<file path="config.mk">
export PLATFORM = sky130hd
export DESIGN_NAME = sb_rx_msg_decoder_q_flat
export DESIGN_NICKNAME = d
export VERILOG_FILES = /design/src/rtl/sb_rx_msg_decoder_q_pkg.sv /design/src/rtl/sb_rx_msg_decoder_q_if.sv /design/src/rtl/sb_rx_msg_fifo.sv /design/src/rtl/sb_rx_msg_decoder_q.sv /design/src/flat_wrapper.sv
export SDC_FILE = /design/constraint.sdc
export NUM_CORES = 1
export LEC_CHECK = 0
export ABC_AREA = 1
export BUFFER_PORTS_ARGS = -buffer_cell sky130_fd_sc_hd__buf_2
export CAP_MARGIN = 20
export CORE_MARGIN = 3
export CORE_UTILIZATION = 50
export DETAILED_ROUTE_END_ITERATION = 6
export GPL_TIMING_DRIVEN = 0
export PLACE_DENSITY_LB_ADDON = 0.2
export SYNTH_ARGS = -nofsm -noshare
export SYNTH_HDL_FRONTEND = slang
export SYNTH_HIERARCHICAL = 1
export SYNTH_SLANG_ARGS = --single-unit
</file>
<file path="constraint.sdc">
create_clock -name i_clk -period 5.4 [get_ports i_clk]
set_clock_uncertainty 0.1 [all_clocks]
set_input_delay 0.54 -clock i_clk [delete_from_list [all_inputs] [get_ports i_clk]]
set_output_delay 0.54 -clock i_clk [all_outputs]
set_load 0.05 [all_outputs]
</file>
<file path="src/rtl/sb_rx_msg_decoder_q_pkg.sv">
// Shared definitions for the sideband RX RDI message decoder: MsgCode classes,
// header field positions, default output widths and the decoded message record.
// No logic; imported by the interface, the decoder top and the bench.
package sb_rx_pkg;

    // Default widths of the decoded fields handed to the RDI state machine.
    localparam int MSG_CODE_W = 2;
    localparam int MSG_SUB_W  = 4;
    localparam int MSG_INFO_W = 2;

    // MsgCode classes; anything above MSG_RESP is illegal.
    localparam logic [7:0] MSG_NOP  = 8'd0;
    localparam logic [7:0] MSG_REQ  = 8'd1;
    localparam logic [7:0] MSG_RESP = 8'd2;

    // Header field layout (64-bit sideband message header).
    localparam int HDR_W        = 64;
    localparam int HDR_CODE_LSB = 14;
    localparam int HDR_CODE_W   = 8;
    localparam int HDR_SUB_LSB  = 32;
    localparam int HDR_SUB_W    = 8;
    localparam int HDR_INFO_LSB = 40;
    localparam int HDR_INFO_W   = 16;
    localparam int HDR_CP_BIT   = 63;

    typedef struct packed {
        logic [MSG_CODE_W-1:0] code;
        logic [MSG_SUB_W-1:0]  sub_code;
        logic [MSG_INFO_W-1:0] info;
    } rdi_msg_t;

    function automatic logic code_legal(input logic [HDR_CODE_W-1:0] code);
        return code <= MSG_RESP;
    endfunction

endpackage

</file>
<file path="src/rtl/sb_rx_msg_decoder_q_if.sv">
// Bus bundle between the header router, the decoder queue and the RDI consumer.
// slave: decoder side (takes header + ready, drives head/status); master: the
// surrounding logic. o_level is $clog2(DEPTH)+1 bits so it can hold DEPTH.
interface sb_rx_msg_decoder_q_if
    import sb_rx_pkg::*;
#(
    parameter int DEPTH      = 4,
    parameter int CODE_W     = MSG_CODE_W,
    parameter int SUB_W      = MSG_SUB_W,
    parameter int INFO_W     = MSG_INFO_W,
    parameter int DROP_CNT_W = 8
);
    localparam int LVL_W = $clog2(DEPTH) + 1;

    logic                  i_hdr_valid;
    logic [HDR_W-1:0]      i_header;
    logic                  o_msg_valid;
    logic                  i_msg_ready;
    logic [CODE_W-1:0]     o_msg_code;
    logic [SUB_W-1:0]      o_msg_sub_code;
    logic [INFO_W-1:0]     o_msg_info;
    logic                  o_err_pulse;
    logic                  o_overflow;
    logic [DROP_CNT_W-1:0] o_drop_cnt;
    logic [LVL_W-1:0]      o_level;

    modport slave (
        input  i_hdr_valid, i_header, i_msg_ready,
        output o_msg_valid, o_msg_code, o_msg_sub_code, o_msg_info,
        output o_err_pulse, o_overflow, o_drop_cnt, o_level
    );

    modport master (
        output i_hdr_valid, i_header, i_msg_ready,
        input  o_msg_valid, o_msg_code, o_msg_sub_code, o_msg_info,
        input  o_err_pulse, o_overflow, o_drop_cnt, o_level
    );

endinterface

</file>
<file path="src/rtl/sb_rx_msg_fifo.sv">
// Generic synchronous FIFO (DEPTH entries, power of two, W-bit payload).
// Latency: push visible at pop_dat one cycle later; head is read from storage flops.
// Backpressure: push accepted when not full, or when full with a pop in the same cycle.
module sb_rx_msg_fifo #(
    parameter int DEPTH = 4,
    parameter int W     = 8
) (
    input  logic                     core_clk,
    input  logic                     arst_n,
    input  logic                     push,
    input  logic [W-1:0]             push_dat,
    input  logic                     pop,
    output logic [W-1:0]             pop_dat,
    output logic                     full,
    output logic                     empty,
    output logic [$clog2(DEPTH):0]   level
);
    localparam int PTR_W = $clog2(DEPTH);
    localparam int LVL_W = PTR_W + 1;

    logic [W-1:0]     mem [DEPTH];
    logic [PTR_W-1:0] wr_ptr;
    logic [PTR_W-1:0] rd_ptr;
    logic [LVL_W-1:0] level_q;
    logic             pop_ok;
    logic             push_ok;

    assign full    = (level_q == LVL_W'(DEPTH));
    assign empty   = (level_q == '0);
    assign pop_ok  = pop && !empty;
    // A full FIFO frees its head slot this cycle when popping, so the write lands.
    assign push_ok = push && (!full || pop_ok);

    assign pop_dat = mem[rd_ptr];
    assign level   = level_q;

    // Pointers are PTR_W bits, so DEPTH being a power of two gives free wrap.
    always_ff @(posedge core_clk or negedge arst_n) begin
        if (!arst_n) begin
            for (int i = 0; i < DEPTH; i++) begin
                mem[i] <= '0;
            end
            wr_ptr  <= '0;
            rd_ptr  <= '0;
            level_q <= '0;
        end else begin
            if (push_ok) begin
                mem[wr_ptr] <= push_dat;
                wr_ptr      <= wr_ptr + PTR_W'(1);
            end
            if (pop_ok) begin
                rd_ptr <= rd_ptr + PTR_W'(1);
            end
            case ({push_ok, pop_ok})
                2'b10:   level_q <= level_q + LVL_W'(1);
                2'b01:   level_q <= level_q - LVL_W'(1);
                default: level_q <= level_q;
            endcase
        end
    end

endmodule

</file>
<file path="src/rtl/sb_rx_msg_decoder_q.sv">
// Sideband RX RDI message decoder: checks MsgCode (and CP when SB_RX_PARITY_CHECK_EN
// is defined), decodes code/sub/info and queues them. Latency: header to head in 1 cycle.
// Backpressure: valid/ready pop; legal headers arriving to a full queue are dropped.
//
// Ports: i_clk, i_rst_n (async active-low); bus (slave modport) carries i_hdr_valid,
// i_header, i_msg_ready in and o_msg_valid, o_msg_code/sub_code/info, o_err_pulse,
// o_overflow (sticky), o_drop_cnt (saturating), o_level out.
// Optional macro SB_RX_PARITY_CHECK_EN: enables the CP check on header bit 63.
module sb_rx_msg_decoder_q
    import sb_rx_pkg::*;
#(
    parameter int DEPTH      = 4,
    parameter int CODE_W     = MSG_CODE_W,
    parameter int SUB_W      = MSG_SUB_W,
    parameter int INFO_W     = MSG_INFO_W,
    parameter int DROP_CNT_W = 8
) (
    input  logic                    i_clk,
    input  logic                    i_rst_n,
    sb_rx_msg_decoder_q_if.slave    bus
);
    localparam int PAY_W = CODE_W + SUB_W + INFO_W;
    localparam int LVL_W = $clog2(DEPTH) + 1;

    logic [HDR_CODE_W-1:0] hdr_code;
    logic [HDR_SUB_W-1:0]  hdr_sub;
    logic [HDR_INFO_W-1:0] hdr_info;
    logic                  parity_ok;
    logic                  hdr_ok;
    logic                  rejected;
    logic                  legal;
    logic                  pop;
    logic                  push;
    logic                  overflow_drop;
    logic [INFO_W-1:0]     info_dec;
    logic [PAY_W-1:0]      push_dat;
    logic [PAY_W-1:0]      head_dat;
    logic                  fifo_full;
    logic                  fifo_empty;
    logic [LVL_W-1:0]      fifo_level;
    logic                  err_q;
    logic                  ovf_q;
    logic [DROP_CNT_W-1:0] drop_q;
    logic                  unused_hdr;

    assign hdr_code = bus.i_header[HDR_CODE_LSB +: HDR_CODE_W];
    assign hdr_sub  = bus.i_header[HDR_SUB_LSB  +: HDR_SUB_W];
    assign hdr_info = bus.i_header[HDR_INFO_LSB +: HDR_INFO_W];

    // Reserved header bits (and CP when parity is off) carry no meaning here.
    assign unused_hdr = ^bus.i_header;

`ifdef SB_RX_PARITY_CHECK_EN
    assign parity_ok = ((^bus.i_header[HDR_CP_BIT-1:0]) == bus.i_header[HDR_CP_BIT]);
`else
    assign parity_ok = 1'b1;
`endif

    assign hdr_ok        = code_legal(hdr_code) && parity_ok;
    assign rejected      = bus.i_hdr_valid && !hdr_ok;
    assign legal         = bus.i_hdr_valid && hdr_ok;
    assign pop           = !fifo_empty && bus.i_msg_ready;
    assign push          = legal && (!fifo_full || pop);
    assign overflow_drop = legal && fifo_full && !pop;

    // Only Nop and Resp carry info to the RDI machine; Resp carries a single bit.
    always_comb begin
        info_dec = '0;
        case (hdr_code)
            MSG_NOP:  info_dec = INFO_W'(hdr_info);
            MSG_RESP: info_dec = INFO_W'(hdr_info[0]);
            default:  info_dec = '0;
        endcase
    end

    assign push_dat = {CODE_W'(hdr_code), SUB_W'(hdr_sub), info_dec};

    sb_rx_msg_fifo #(
        .DEPTH (DEPTH),
        .W     (PAY_W)
    ) u_fifo (
        .core_clk (i_clk),
        .arst_n   (i_rst_n),
        .push     (push),
        .push_dat (push_dat),
        .pop      (pop),
        .pop_dat  (head_dat),
        .full     (fifo_full),
        .empty    (fifo_empty),
        .level    (fifo_level)
    );

    always_ff @(posedge i_clk or negedge i_rst_n) begin
        if (!i_rst_n) begin
            err_q  <= 1'b0;
            ovf_q  <= 1'b0;
            drop_q <= '0;
        end else begin
            err_q <= rejected;
            if (overflow_drop) begin
                ovf_q <= 1'b1;
            end
            if ((rejected || overflow_drop) && (drop_q != '1)) begin
                drop_q <= drop_q + DROP_CNT_W'(1);
            end
        end
    end

    assign bus.o_msg_valid    = !fifo_empty;
    assign bus.o_msg_code     = head_dat[PAY_W-1 -: CODE_W];
    assign bus.o_msg_sub_code = head_dat[INFO_W +: SUB_W];
    assign bus.o_msg_info     = head_dat[INFO_W-1:0];
    assign bus.o_err_pulse    = err_q;
    assign bus.o_overflow     = ovf_q;
    assign bus.o_drop_cnt     = drop_q;
    assign bus.o_level        = fifo_level;

endmodule

</file>
<file path="src/flat_wrapper.sv">
// flat-port wrapper written by rule: the top's interface ports become plain ports
module sb_rx_msg_decoder_q_flat import sb_rx_pkg::*;
#(
    parameter int DEPTH      = 4,
    parameter int CODE_W     = MSG_CODE_W,
    parameter int SUB_W      = MSG_SUB_W,
    parameter int INFO_W     = MSG_INFO_W,
    parameter int DROP_CNT_W = 8
)
  (i_clk, i_rst_n, bus_i_hdr_valid, bus_i_header, bus_i_msg_ready, bus_o_msg_valid, bus_o_msg_code, bus_o_msg_sub_code, bus_o_msg_info, bus_o_err_pulse, bus_o_overflow, bus_o_drop_cnt, bus_o_level);
  sb_rx_msg_decoder_q_if #(.DEPTH(DEPTH), .CODE_W(CODE_W), .SUB_W(SUB_W), .INFO_W(INFO_W), .DROP_CNT_W(DROP_CNT_W)) bus_i ();
  input  logic i_clk;
  input  logic i_rst_n;
  input wire logic [$bits(bus_i.i_hdr_valid)-1:0] bus_i_hdr_valid;
  input wire logic [$bits(bus_i.i_header)-1:0] bus_i_header;
  input wire logic [$bits(bus_i.i_msg_ready)-1:0] bus_i_msg_ready;
  output wire logic [$bits(bus_i.o_msg_valid)-1:0] bus_o_msg_valid;
  output wire logic [$bits(bus_i.o_msg_code)-1:0] bus_o_msg_code;
  output wire logic [$bits(bus_i.o_msg_sub_code)-1:0] bus_o_msg_sub_code;
  output wire logic [$bits(bus_i.o_msg_info)-1:0] bus_o_msg_info;
  output wire logic [$bits(bus_i.o_err_pulse)-1:0] bus_o_err_pulse;
  output wire logic [$bits(bus_i.o_overflow)-1:0] bus_o_overflow;
  output wire logic [$bits(bus_i.o_drop_cnt)-1:0] bus_o_drop_cnt;
  output wire logic [$bits(bus_i.o_level)-1:0] bus_o_level;
  assign bus_i.i_hdr_valid = bus_i_hdr_valid;
  assign bus_i.i_header = bus_i_header;
  assign bus_i.i_msg_ready = bus_i_msg_ready;
  assign bus_o_msg_valid = bus_i.o_msg_valid;
  assign bus_o_msg_code = bus_i.o_msg_code;
  assign bus_o_msg_sub_code = bus_i.o_msg_sub_code;
  assign bus_o_msg_info = bus_i.o_msg_info;
  assign bus_o_err_pulse = bus_i.o_err_pulse;
  assign bus_o_overflow = bus_i.o_overflow;
  assign bus_o_drop_cnt = bus_i.o_drop_cnt;
  assign bus_o_level = bus_i.o_level;
  sb_rx_msg_decoder_q #(.DEPTH(DEPTH), .CODE_W(CODE_W), .SUB_W(SUB_W), .INFO_W(INFO_W), .DROP_CNT_W(DROP_CNT_W)) u_core (.i_clk(i_clk), .i_rst_n(i_rst_n), .bus(bus_i));
endmodule
</file>
==> impl_results.md, run 1 <==
- Drt wl/cell: 14.3 um
- Die height: 79.2 um
- Clk root buf: clkbuf_8
- F_max: 0.392 GHz
- Number of flops mapped to enable cells by yosys: 0
- Ys async rst share: 1.00
- CTS tree: built
- Vias in the first global route: 2287
- Slowest CP cell: dfrtp_1
- Aggregate global routing overflow: 0
- Cell count after synthesis: 323
- Fraction of layout instances using a drive strength above 1: 0.208
- Status: complete, no violations
- Least-Margin Pin Slew: 598 ps
- IO Pins: 90
- Initial antenna violation count: 0
- Pre-antenna DRT Iters: 5
- DRT Wirelength: 6290 um
- Critical path arrival: 2680 ps
- Most used flip-flop cell after synthesis: dfrtp_1
- Flops & latches, synth: 49
- Mapped cell area: 0.00268 mm^2
- Hold Crit Class: input port to asynchronous set/reset pin
- DRC violations left: 0
- Setup violations, final: 0
- Post-synthesis sequential area ratio: 0.458
- Final std cells w/o fill: 441
- Min Tclk post-route: 2550 ps
- Row count: 26
- Max_slew headroom: 0.598
- Fin nets: 445
- CTS Hold Bufs: 0
- Hold Vio Cnt, Final: 0
- Fillers: 506
- Resized Gates After CTS: 0
- Pin count of the biggest net entering global routing: 37
- Fin util: 0.596
- I/O Buffers: 39
- Cell count after placement: 433
- Final worst path period share: 0.472
- Ys Warns: 6
- GRT Util Overall: 0.220
- Critical Path Fanout Max: 10
- CORE AREA: 0.00514 mm^2
- P_leak: 1.67 nW
- Register clock-pin slew on the reported worst setup and hold paths: 90 ps
- Placer Congestion: 0.802
- # Max-Cap Violations: 0
- Routed Antenna Nets: 0
- Setup CP Type: flop to flop
- Worst ir drop on vdd: 0.335 mV
- Vias per inst: 5.32
- Layout area overhead: 14.3%
- TritonCTS Sinks: 49
- Worst path most repeated cell: inv_1
- PwrDens: 467 mW/mm^2
- Number of diodes: 0
- Max-slew violation count: 0
- Horiz. Die Dim: 79.2 um
- Worst setup SP type: flop
- Setup TNS: 0 ps
- Number of CTS-inserted buffers: 5
- Clock latency on the worst-skew pair: 300 ps
- CP peak stage delay: 440 ps
- Worst setup EP type: flop
- Syn_area_per_cell: 8.29 um^2
- Post-route cell area: 0.00306 mm^2
- Dpl hpwl: 4390 um
- Die ar.: 0.00627 mm^2
- First-pass GRT wire length: 10800 um
- Starting Density: 0.521
- Vias after detailed routing: 2347
- Clk buf depth: 2
- Postcts setup bufs: 0
- Placed Area: 0.00298 mm^2
- DRT iter0 DRCs: 189
- H-tree Lvls: 2
- Syn nets: 398
- CP required: 5530 ps
- Crit-path cells: nor2_2 > nand2_1 > inv_1 > o21ai_4 > inv_1 > nor2_1 > buf_2 > nand2_1 > ha_1 > inv_1 > fa_1 > o21ai_0
- Count of different cell masters after synthesis: 30
- RSZ-0062 raised after global routing: no
## cells in the final DEF, fill, tap and decap left out, types with 2 or more instances in the layout
| cell type | n |
|---|---|
| buf_2 | 48 |
| buf_6 | 5 |
| clkbuf_1 | 4 |
| clkbuf_8 | 5 |
| dfrtp_1 | 49 |
| ha_1 | 6 |
| inv_1 | 26 |
| nand2_1 | 97 |
| nand2_2 | 4 |
| nand3_1 | 13 |
| nand3_2 | 5 |
| nand4_1 | 32 |
| nor2_1 | 25 |
| nor2_2 | 2 |
| o21ai_0 | 18 |
| o22ai_1 | 8 |
| xnor2_1 | 3 |
| xor2_1 | 7 |
## final timing paths
path	end	depth (start not counted)	slack, ps	start
max	u_core/u_fifo/level[1]	12	2850	u_core/u_fifo/level[0]
min	u_core/u_fifo/mem[2]	1	40	i_rst_n
max reg2reg	u_core/u_fifo/level[1]	12	2850	u_core/u_fifo/level[0]
min reg2reg	u_core/u_fifo/mem[22]	2	370	u_core/u_fifo/mem[22]
max in group asynchronous	u_core/bus.o_drop_cnt[7]	2	4660	i_rst_n
min in group i_clk	u_core/u_fifo/mem[22]	2	370	u_core/u_fifo/mem[22]
## registers in the layout, indices dropped and copies added (netlist names)
| register | cells |
|---|---|
| u_core/bus.o_err_pulse | 1 |
| u_core/u_fifo/mem | 32 |
| u_core/bus.o_overflow | 1 |
| u_core/bus.o_drop_cnt | 8 |
| u_core/u_fifo/rd_ptr | 2 |
| u_core/u_fifo/wr_ptr | 2 |
| u_core/u_fifo/level | 3 |
## where the power goes
group,switching [W],total [W],leakage [nW],internal (W)
Clock,0.000118,0.000210,0.0395,0.0000924
Combinational,0.000548,0.000756,0.973,0.000208
Sequential,0.0000472,0.000463,0.662,0.000416
Total,0.000713,0.00143,1.67,0.000717
## critical path: cells and delay by family, from the launching register on
family | cells | cell delay [ps]
AOI/OAI and AO/OA | 2 | 360
buffers and inverters | 4 | 490
DFF | 1 | 440
adders and majority gates | 2 | 620
and+or+nand+nor | 4 | 470
## logic make-up (layout without fill, tap and decap cells)
| family | Yosys count | count (layout) | share of synthesized area |
|---|---|---|---|
| AOI/OAI and AO/OA | 31 | 31 | 0.0719 |
| xor gates and xnor gates | 10 | 10 | 0.0327 |
| adders and majority gates | 7 | 7 | 0.0355 |
| buffers and inverters | 43 | 91 | 0.0799 |
| DFF | 49 | 49 | 0.458 |
| and+or+nand+nor | 183 | 183 | 0.322 |
## synthesized netlist by cell type (2+ instances only)
master | count | area [um^2]
nand3_1 | 13 | 65.1
buf_6 | 5 | 56.3
nor2_1 | 25 | 93.8
nor2_2 | 2 | 12.5
o21ai_0 | 18 | 90.1
o22ai_1 | 8 | 50.1
dfrtp_1 | 49 | 1230
nand2_1 | 97 | 364
xor2_1 | 7 | 61.3
nand2_2 | 4 | 25.0
nand3_2 | 5 | 50.1
xnor2_1 | 3 | 26.3
inv_1 | 26 | 97.6
ha_1 | 6 | 75.1
nand4_1 | 32 | 200
buf_2 | 9 | 45.0
## area by class of cell
cell class                      count  area [um^2]  share of cell area
Timing Repair Buffer               40          215              0.0703
Sequential cell                    49         1230               0.400
Tap cell                           70         87.6              0.0286
Buffer                             16          113              0.0368
Multi-Input combinational cell    231         1240               0.405
Inverter                           27          101              0.0331
Clock buffer                        8         80.1              0.0262
## stage by stage
step | worst slack, ps | power (W) | hold slack [ps]
2_1_floorplan | 2750 | 0.00105 | 144
3_3_place_gp | 2600 | 0.00121 | 349
3_5_place_dp | 2560 | 0.00123 | 353
4_1_cts | 2830 | 0.00144 | 45.4
5_1_grt | 2540 | 0.00153 | 54.8
6_report | 2850 | 0.00143 | 35.3
## routing by layer
| layer | track usage | vias up | wire length, um |
|---|---|---|---|
| met5 | 0 | - | 0 |
| met4 | 0.0619 | 0 | 93 |
| met3 | 0.0522 | 11 | 435 |
| met2 | 0.360 | 93 | 2880 |
| met1 | 0.293 | 1082 | 2880 |
| li1 | - | 1161 | - |
Note: power is estimated with default switching activity, not from simulation.
==> run 2, diff against run 1 <==
- ABC_AREA: 1 -> 0
- CORE_UTILIZATION: 50 -> 49
- clock period: 5.4 -> 2.4 ns (I/O delays scaled with it)
==> impl_results.md, run 2 <==
- Aggregate global routing overflow: 0 (unchanged)
- Largest Register: u_core/u_fifo/mem
- PwrDens: 976 mW/mm^2 (+110%)
- Fraction of layout instances using a drive strength above 1: 0.532 (+0.324)
- Clk buf depth: 2 (unchanged)
- Syn_area_per_cell: 14.2 um^2 (+71%)
- Ys async rst share: 1.00 (unchanged)
- Worst setup SP type: flop
- Post-synth top cells: dfrtp_1, mux2_2, inv_1, nand2_1, mux4_2
- Number of flops mapped to enable cells by yosys: 0 (unchanged)
- Simple-gate share of the synthesized area: 0.0967 (-0.226)
- Status: complete, no violations
- Vias in the first global route: 1570 (-31%)
- WHS: 115 ps (+79.7 ps)
- Row count: 24 (-7.7%)
- Compound-gate portion of the synthesized area: 0.0389 (-0.0330)
- RSZ-0062 raised after global routing: yes
- Hold Crit Class: input port to flop
- Worst path most repeated cell: xor2_1
- GRT Util Overall: 0.173 (-0.0476)
- Least-Margin Pin Slew: 584 ps (-14.1 ps)
- Dpl hpwl: 3300 um (-25%)
- Flops & latches, synth: 49 (unchanged)
- Layout area overhead: 21.1%
- I/O Buffers: 39 (unchanged)
- P_leak: 1.40 nW (-16%)
- Pint: 0.00164 W (+130%)
- Most used flip-flop cell after synthesis: dfrtp_1
- Routed Antenna Nets: 0 (unchanged)
- Routed wl met3: 157 um (-64%)
- Vias after detailed routing: 1492 (-36%)
- Largest family of logic cells by synthesized area: multiplexers
- Adder-Cell Fraction of Synth Area: 0.0400 (+0.00446)
- Hold Vio Cnt, Final: 0 (unchanged)
- Top Layer Used: met4
- Fin nets: 297 (-33%)
- WL met1: 1990 um (-31%)
- Switch share: 0.418 (-0.0808)
- Area contributors post-synth: dfrtp_1, mux2_2, mux4_2
- Worst path buffer plus inverter count: 2 (-2)
- Drt wl/cell: 16.0 um (+12%)
- Max FFs per register: 32 (unchanged)
- Starting Density: 0.525 (+0.00366)
- Ys Warns: 6 (unchanged)
- Sequential share of power: 0.396 (+0.072)
- Count leader, synth: dfrtp_1
- H-tree Lvls: 2 (unchanged)
- Vias per inst: 5.20 (-2.3%)
- Worst ir drop on vdd: 0.621 mV (+85%)
- Final worst path period share: 0.971 (+0.499)
- Slowest CP cell: dfrtp_2
- CTS tree: built
- # Max-Cap Violations: 0 (unchanged)
- Mux contribution to synthesized area: 0.253 (+0.253)
- Setup violations, final: 0 (unchanged)
- Horiz. Die Dim: 75.7 um (-4.4%)
- DRT iter0 DRCs: 114 (-40%)
- CP required: 2520 ps (-3010 ps)
- Initial antenna violation count: 0 (unchanged)
- Post-synthesis sequential area ratio: 0.515 (+0.0575)
- XOR/XNOR share of the synthesized area: 0.0368 (+0.00411)
- Dominant cell type by area after synthesis: dfrtp_1
- Mapped cell area: 0.00238 mm^2 (-11%)
- Comb power frac: 0.430 (-0.099)
- Clock latency on the worst-skew pair: 290 ps (about the same)
- Placer Congestion: 0.788 (-1.8%)
- Worst slack, placed: -407 ps (-2970 ps)
- Critical Path Fanout Max: 4 (-6)
- CORE AREA: 0.00453 mm^2 (-12%)
- Syn nets: 243 (-39%)
- Critical path arrival: 2450 ps (-230 ps)
- Fin util: 0.636 (+0.0401)
- F_max: 0.429 GHz (+9.5%)
- Die ar.: 0.00573 mm^2 (-8.7%)
- Cell family with most CP delay: simple AND/OR/NAND/NOR gates
- Pin count of the biggest net entering global routing: 50 (+35%)
- Clk root buf: clkbuf_8
- Max_slew headroom: 0.611 (+0.0126)
- Worst setup EP type: flop
- Number of diodes: 0 (unchanged)
- CP peak stage delay: 450 ps (about the same)
- Register clock-pin slew on the reported worst setup and hold paths: 90 ps (about the same)
- TritonCTS Sinks: 49 (unchanged)
- Synth top area share: 0.515 (+0.0575)
- Setup TNS: 0 ps (unchanged)
- Post-route cell area: 0.00288 mm^2 (-5.8%)
- Reg2Reg Setup Slack: 70 ps (-2780 ps)
- Placed Area: 0.00269 mm^2 (-9.8%)
- Clk network pwr share: 0.174 (+0.027)
- First-pass GRT wire length: 7370 um (-31%)
- Count of different cell masters after synthesis: 37 (+23%)
- IO Pins: 90 (unchanged)
- WL met2: 2410 um (-16%)
- DRT Wirelength: 4590 um (-27%)
- Commonest non-fill, non-tap cell in the layout: dfrtp_1
- Number of CTS-inserted buffers: 5 (unchanged)
- Crit-path cells: nor3_4 > nand2b_4 > inv_4 > nor4b_4 > or2b_4 > ha_4 > inv_2 > fa_2 > xor2_1 > nor2_1 > xor2_1
- Leading cell types in the layout, fill and taps excluded: dfrtp_1, buf_2, mux2_2, nand2_1
- Worst Slack Setup Final: 69.4 ps (-2780 ps)
- Setup CP Type: flop to flop
- Max-slew violation count: 0 (unchanged)
- NetSw: 0.00118 W (+65%)
- Die height: 75.7 um (-4.4%)
- DRC violations left: 0 (unchanged)
- Pre-antenna DRT Iters: 4 (-1)
- Min Tclk post-route: 2330 ps (-220 ps)
- Cell count after synthesis: 168 (-48%)
-- run 2: changes by cell type in the layout (fill, tap and decap cells not counted), moves of 8 or more --
| cell | change |
|---|---|
| inv_1 | -18 |
| o21ai_0 | -17 |
| mux2_2 | +31 |
| buf_2 | -8 |
| nand3_1 | -13 |
| o22ai_1 | -8 |
| nand2_1 | -88 |
| mux4_2 | +8 |
| nor2_1 | -22 |
| nand4_1 | -30 |
-- run 2: logic make-up (layout without fill, tap and decap cells) --
group	after synthesis	count (layout)
XOR/XNOR	10	10
flip-flops	49	49
AO/OA/AOI/OAI	10	10
AND/OR/NAND/NOR	35	35
adder cells (fa/ha/maj)	7	7
multiplexers	45	45
buffers and inverters	12	66
-- run 2: repair_timing --
action                                 in CTS  in global routing
hold buffers                                0                  1
endpoints found under the hold margin       0                 49
setup endpoints to repair                   2                  2
cloned                                      0                  0
setup buffers                               5                  1
gates resized for setup                     1                  5
pin swaps                                   1                  1
-- run 2: metrics by stage --
step | total power [W] | std cells
CTS | 0.00281 | 284
detailed placement | 0.00228 | 272
finish | 0.00281 | 287
floorplan | 0.00201 | 168
global placement | 0.00225 | 272
global route | 0.00298 | 287
-- run 2: final cells by class --
class                      count  area (um^2)
buffer                         2         8.76
clock buffer                   6         82.6
clock inverter                 1         7.51
fill                         367         1650
inverter                      10         40.0
multi-input combinational    107         1160
sequential                    49         1230
tap                           65         81.3
timing repair buffer          47          270
-- run 2: routing by layer --
metal	global-route usage	vias to the layer above
met5	0	-
met2	0.306	28
met4	0.0505	0
li1	-	707
met3	0.0303	4
met1	0.217	753
-- run 2: worst paths after layout --
path / start / end / cells past startpoint
max reg2reg: u_core/u_fifo/level[2] / u_core/u_fifo/level[2] / 11
min in group asynchronous: i_rst_n / u_core/bus.o_drop_cnt[3] / 2
min: bus_i_header[32] / u_core/u_fifo/mem[26] / 2
max: u_core/u_fifo/level[2] / u_core/u_fifo/level[2] / 11
max in group asynchronous: i_rst_n / u_core/u_fifo/level[2] / 3
min reg2reg: u_core/bus.o_overflow / u_core/bus.o_overflow / 1
-- run 2: power by group through the flow --
stage	clock [W]	combinational, W	sequential (W)
after floorplan	0	0.000580	0.00143
after global placement	0	0.00112	0.00113
after detailed placement	0	0.00114	0.00114
after CTS	0.000506	0.00120	0.00111
after global routing	0.000533	0.00131	0.00114
final	0.000489	0.00121	0.00111
-- run 2: worst reg2reg max path: stages, from the launching register on --
cell and delay, ps:
dfrtp_2 450, nor3_4 200, nand2b_4 160, inv_4 40
nor4b_4 230, or2b_4 180, ha_4 130, inv_2 30
fa_2 320, xor2_1 150, nor2_1 120, xor2_1 150
